### config.mk
export PLATFORM = sky130hd
export DESIGN_NAME = miner_nonce_scheduler
export DESIGN_NICKNAME = d
export VERILOG_FILES = /design/src/rtl/miner_nonce_scheduler.sv
export SDC_FILE = /design/constraint.sdc
export NUM_CORES = 1
export LEC_CHECK = 0
export CAP_MARGIN = 40
export CORE_MARGIN = 2
export CORE_UTILIZATION = 47
export CTS_BUF_LIST = sky130_fd_sc_hd__clkbuf_4 sky130_fd_sc_hd__clkbuf_8 sky130_fd_sc_hd__clkbuf_16
export DETAILED_ROUTE_END_ITERATION = 7
export PLACE_DENSITY = 0.87
export SLEW_MARGIN = 25
export SYNTH_ARGS = -nofsm -noshare
export SYNTH_HDL_FRONTEND = slang
export SYNTH_SLANG_ARGS = --single-unit
export TNS_END_PERCENT = 20
### constraint.sdc
create_clock -name clk -period 8.6 [get_ports clk]
set_clock_uncertainty 0.1 [all_clocks]
set_input_delay 1.72 -clock clk [delete_from_list [all_inputs] [get_ports clk]]
set_output_delay 1.72 -clock clk [all_outputs]
set_load 0.05 [all_outputs]
### src/rtl/miner_nonce_scheduler.sv
// Nonce range dispatcher for an array of miner cores.
module miner_nonce_scheduler #(
  parameter int NUM_CORES = 4,
  parameter int NONCE_W   = 32
) (
  input  logic                         clk,
  input  logic                         rst,
  input  logic                         start,
  input  logic                         abort,
  input  logic [NONCE_W-1:0]           nonce_base,
  input  logic [NONCE_W-1:0]           nonce_count,
  input  logic [NUM_CORES-1:0]         core_finished,
  input  logic [NUM_CORES-1:0]         core_hit,
  output logic [NUM_CORES-1:0]         core_enable,
  output logic [NUM_CORES*NONCE_W-1:0] core_nonce,
  output logic [NUM_CORES-1:0]         core_busy,
  output logic                         busy,
  output logic                         done,
  output logic                         found,
  output logic [NONCE_W-1:0]           found_nonce,
  output logic [NONCE_W-1:0]           hashes_done
);

  localparam int          PTR_W = (NUM_CORES > 1) ? $clog2(NUM_CORES) : 1;
  localparam int unsigned NC_U  = NUM_CORES;

  typedef enum logic [1:0] {IDLE, RUN, DRAIN} state_t;

  state_t                            state_q, state_d;
  logic [NONCE_W-1:0]                next_nonce_q, next_nonce_d;
  logic [NONCE_W-1:0]                remaining_q, remaining_d;
  logic [PTR_W-1:0]                  rr_ptr_q, rr_ptr_d;
  logic [NUM_CORES-1:0]              core_enable_q, core_enable_d;
  logic [NUM_CORES-1:0][NONCE_W-1:0] core_nonce_q, core_nonce_d;
  logic [NUM_CORES-1:0]              core_busy_q, core_busy_d;
  logic                              busy_q, busy_d;
  logic                              done_q, done_d;
  logic                              found_q, found_d;
  logic [NONCE_W-1:0]                found_nonce_q, found_nonce_d;
  logic [NONCE_W-1:0]                hashes_q, hashes_d;

  logic [NUM_CORES-1:0] fin_valid;
  logic [NUM_CORES-1:0] busy_after;
  logic [NUM_CORES-1:0] eligible;
  logic [NUM_CORES-1:0] hit_vec;
  logic                 stop_run;
  logic                 sel_valid;
  logic [PTR_W-1:0]     sel_idx;
  logic [PTR_W-1:0]     idx;
  logic                 hit_valid;
  logic [NONCE_W-1:0]   hit_nonce;
  logic [NONCE_W:0]     hash_sum;
  logic [NONCE_W-1:0]   hashes_sat;

  assign fin_valid  = core_finished & core_busy_q;
  assign busy_after = core_busy_q & ~core_finished;
  assign eligible   = ~core_busy_q & ~core_finished;
  assign hit_vec    = core_hit & fin_valid;
  assign stop_run   = (remaining_q == '0) || found_q || abort;

  // Round-robin pick, lowest-hit pick and saturating finish count
  always_comb begin
    sel_valid = 1'b0;
    sel_idx   = '0;
    idx       = '0;
    for (int unsigned j = 0; j < NC_U; j++) begin
      idx = PTR_W'((32'(rr_ptr_q) + j) % NC_U);
      if (!sel_valid && eligible[idx]) begin
        sel_valid = 1'b1;
        sel_idx   = idx;
      end
    end
    hit_valid = 1'b0;
    hit_nonce = '0;
    for (int unsigned j = 0; j < NC_U; j++) begin
      if (!hit_valid && hit_vec[j]) begin
        hit_valid = 1'b1;
        hit_nonce = core_nonce_q[j];
      end
    end
    hash_sum = {1'b0, hashes_q};
    for (int unsigned j = 0; j < NC_U; j++) begin
      hash_sum = hash_sum + {{NONCE_W{1'b0}}, fin_valid[j]};
    end
    hashes_sat = hash_sum[NONCE_W] ? '1 : hash_sum[NONCE_W-1:0];
  end

  // State register
  always_ff @(posedge clk or posedge rst) begin
    if (rst) state_q <= IDLE;
    else     state_q <= state_d;
  end

  // Next-state logic
  always_comb begin
    state_d = state_q;
    unique case (state_q)
      IDLE:    if (start) state_d = RUN;
      RUN:     if (stop_run) state_d = DRAIN;
      DRAIN:   if (busy_after == '0) state_d = IDLE;
      default: state_d = IDLE;
    endcase
  end

  // Datapath and registered outputs
  always_comb begin
    next_nonce_d  = next_nonce_q;
    remaining_d   = remaining_q;
    rr_ptr_d      = rr_ptr_q;
    core_enable_d = '0;
    core_nonce_d  = core_nonce_q;
    core_busy_d   = busy_after;
    done_d        = 1'b0;
    found_d       = found_q;
    found_nonce_d = found_nonce_q;
    hashes_d      = hashes_sat;
    busy_d        = (state_d != IDLE);
    if (!found_q && hit_valid) begin
      found_d       = 1'b1;
      found_nonce_d = hit_nonce;
    end
    unique case (state_q)
      IDLE: begin
        if (start) begin
          next_nonce_d  = nonce_base;
          remaining_d   = nonce_count;
          rr_ptr_d      = '0;
          found_d       = 1'b0;
          found_nonce_d = '0;
          hashes_d      = '0;
        end
      end
      RUN: begin
        if (!stop_run && sel_valid) begin
          core_enable_d[sel_idx] = 1'b1;
          core_nonce_d[sel_idx]  = next_nonce_q;
          core_busy_d[sel_idx]   = 1'b1;
          next_nonce_d           = next_nonce_q + 1'b1;
          remaining_d            = remaining_q - 1'b1;
          rr_ptr_d = (sel_idx == PTR_W'(NUM_CORES - 1)) ? '0 : sel_idx + 1'b1;
        end
      end
      DRAIN: begin
        if (busy_after == '0) done_d = 1'b1;
      end
      default: ;
    endcase
  end

  // Datapath registers
  always_ff @(posedge clk or posedge rst) begin
    if (rst) begin
      next_nonce_q  <= '0;
      remaining_q   <= '0;
      rr_ptr_q      <= '0;
      core_enable_q <= '0;
      core_nonce_q  <= '0;
      core_busy_q   <= '0;
      busy_q        <= 1'b0;
      done_q        <= 1'b0;
      found_q       <= 1'b0;
      found_nonce_q <= '0;
      hashes_q      <= '0;
    end else begin
      next_nonce_q  <= next_nonce_d;
      remaining_q   <= remaining_d;
      rr_ptr_q      <= rr_ptr_d;
      core_enable_q <= core_enable_d;
      core_nonce_q  <= core_nonce_d;
      core_busy_q   <= core_busy_d;
      busy_q        <= busy_d;
      done_q        <= done_d;
      found_q       <= found_d;
      found_nonce_q <= found_nonce_d;
      hashes_q      <= hashes_d;
    end
  end

  assign core_enable = core_enable_q;
  assign core_nonce  = core_nonce_q;
  assign core_busy   = core_busy_q;
  assign busy        = busy_q;
  assign done        = done_q;
  assign found       = found_q;
  assign found_nonce = found_nonce_q;
  assign hashes_done = hashes_q;

endmodule
==> impl_results.md <==
- Status: complete, no violations
- CTS tree: built
- Worst Setup SP: core_finished[2]
- Worst Path Buf+Inv: 3
- Post-route cell area: 17560 um^2
- Core box area: 27860 um^2
- RR Startpoint: core_busy[2]
- Syn Inst Count: 1259
- Most used cell, CP: fa_1
- Met2 GRT Util: 44.16%
- Rel. slew slack: 45.29%
- Vias in the first global route: 12130
- Crit path cell chain: clkdlybuf4s50_1, and2_1, fa_1, fa_1, fa_1, inv_1, nor3_2, and4_1, nand3_1, buf_8, a21oi_1
- CTS sink cnt: 271
- Clk pin slew, worst setup/hold paths: 60 ps
- Routed WL: 41340 um
- Detailed-route via count: 12060
- Syn nets: 1345
- Initial DRT Pass Iterations: 5
- CTS Hold Buffers Added: 0
- Crit path arrival time: 5300 ps
- Num CTS Buffers: 29
- Number of core rows: 61
- Met1 usage: 35.66%
- CTS resizes: 0
- Worst setup EP type: flip-flop
- CP Data Required Time: 8950 ps
- Placed inst area: 16460 um^2
- Post-synth top flop: dfrtp_1
- Synth Cell Area: 13350 um^2
- Area of the die: 29770 um^2
- Skew-Pair Late Insertion Delay: 540 ps
- Async set or reset register ratio after synthesis: 100.0%
- DRT iter0 DRCs: 1148
- Lkg Pwr: 7.224 nW
- EDFF count, synth: 0
- Area growth, synth to finish: 31.52%
- ANT nets after route: 0
- Grt ovf: 0
- Slew Limit Fails: 0
- Type of the most critical hold path: reg -> reg
- Global route hottest layer: met2
- GR Util All Layers: 27.10%
- Avg Inst Size Synth: 10.60 um^2
- Initial core utilization: 47.92%
- Antenna violations before repair: 1
- Vias/cell: 6.388
- Hold path start: core_nonce[25]
- GPL Wtd Cong: 0.8682
- Final setup violation count: 0
- Slowest stage cell on the critical path: clkdlybuf4s50_1
- RSZ-0062 raised after global routing: false
- Synth top area cells: dfrtp_1 (51%), mux2_1 (9.8%), a31oi_1 (2.9%), o21ai_0 (2.9%), a21oi_1 (2.8%)
- Fin nets: 1573
- Port Buffers: 278
- Number of synthesized register bits: 271
- Filler cell count: 2087
- TNS Setup: 0 ps
- Worst-path maximum fanout: 18
- Placement Setup Slack: 3212 ps
- Register area share after synthesis: 50.80%
- VDD IR max: 0.3361 mV
- Minimum clock period: 4952 ps
- Hold Slack: 421.2 ps
- Synth unique cells: 69
- Fmax: 0.2020 GHz
- Io pins: 279
- Half-perimeter wire length after placement: 26870 um
- Width of the die: 172.5 um
- Pwr/cell area: 412.6 nW/um^2
- Maxcap violations: 0
- Period utilization: 57.58%
- CP top delay family: simple AND/OR/NAND/NOR gates
- Setup ws final: 3648 ps
- Setup bufs post-CTS: 0
- H-tree levels: 1
- Yosys warning count: 0
- Synth top area share: 50.80%
- Routed len/inst: 21.90 um
- Largest stage delay, worst path: 530 ps
- Worst setup path category: in -> reg
- Layout cells sized above 1: 7.687%
- First-pass GRT wire length: 66030 um
- Largest net degree at the start of global routing: 181
- Die Y: 172.5 um
- CTS root buffer: clkbuf_16
- Synth area leader: dfrtp_1
- Tightest Pin Transition: 818.9 ps
- Startpoint Class: input port
- Clock Tree Buf Depth: 3
- GR Layer Usage met3: 4.661%
- DRC viols: 0
- Final hold vios: 0
## cells in the final DEF, fill, tap and decap left out, types with 22 or more instances in the layout
cell type / synthesis / layout
nor3_1: 23 / 23
nand4_1: 24 / 24
o22a_1: 24 / 24
nor2_1: 54 / 53
clkdlybuf4s50_1: 0 / 278
dfrtp_1: 271 / 271
o22ai_1: 22 / 22
a21oi_1: 76 / 75
nand2_1: 77 / 75
a31oi_1: 62 / 62
clkbuf_16: 0 / 29
a221o_1: 33 / 33
mux2_1: 116 / 116
o21ai_0: 77 / 77
nand3_1: 39 / 39
## power by group
group	switching, W	internal [W]	total, W
Combinational	0.00228	0.00126	0.00354
Sequential	0.000581	0.00179	0.00237
Clock	0.000519	0.000821	0.00134
Total	0.00338	0.00386	0.00724
## state kept, by name, indices dropped and copies added, names as in the netlist
signal and cells:
busy 1, core_busy 4, core_enable 4, core_nonce 128
done 1, found 1, found_nonce 32, hashes_done 32
next_nonce_q 32, remaining_q 32, rr_ptr_q 2, state_q 2
## logic make-up after synthesis
family / synth area share [%]
buf+inv: 4.143
xor+xnor: 1.640
mux: 10.95
flops: 50.80
fa+ha+maj: 1.106
compound gates: 19.61
simple gates: 11.75
## cells in the mapped netlist, drive strengths merged, types with 18 or more instances
library cell	count
nor4	18
nand3	39
o21ai	81
nor3	25
and3	18
inv	21
a22oi	18
a21oi	77
a31oi	62
nand4	24
a221o	33
nand2	81
clkbuf	83
o22ai	22
mux2	128
xor2	19
buf	25
nor2	54
dfrtp	271
o22a	24
## routing by layer
layer | up-vias | routed length, um
met1 | 5976 | 16390
met2 | 740 | 19680
met3 | 139 | 3461
met5 | - | 0
met4 | 0 | 1805
li1 | 5206 | -
## metrics by stage
stage,std cells,util [%],total power (W)
after floorplan,1259,-,0.004623
after global placement,1825,58.63,0.005732
after detailed placement,1831,59.07,0.005879
after CTS,1884,62.80,0.007245
after global routing,1888,63.02,0.007573
final,1888,63.02,0.007243
## path summary, 6_finish.rpt
check	slack (ps)	depth (start not counted)	endpoint
worst max-delay path	3650	11	hashes_done[2]
min in group asynchronous	1470	2	core_nonce[65]
worst min register to register	420	1	core_nonce[25]
max in group asynchronous	5570	4	core_nonce[120]
worst max register to register	4920	10	hashes_done[2]
worst min-delay path	420	1	core_nonce[25]
## final cells by class
type | instances | area, um^2 | area share, %
clock buffers | 36 | 815.8 | 4.647
diodes | 1 | 2.502 | 0.01425
inverters | 21 | 82.58 | 0.4704
flip-flops and latches | 271 | 6782 | 38.63
multi-input cells | 859 | 6067 | 34.56
repair buffers | 305 | 3113 | 17.73
clock inverters | 17 | 221.5 | 1.261
well taps | 378 | 473.0 | 2.694
No activity file was read; power rests on OpenSTA's default activity.
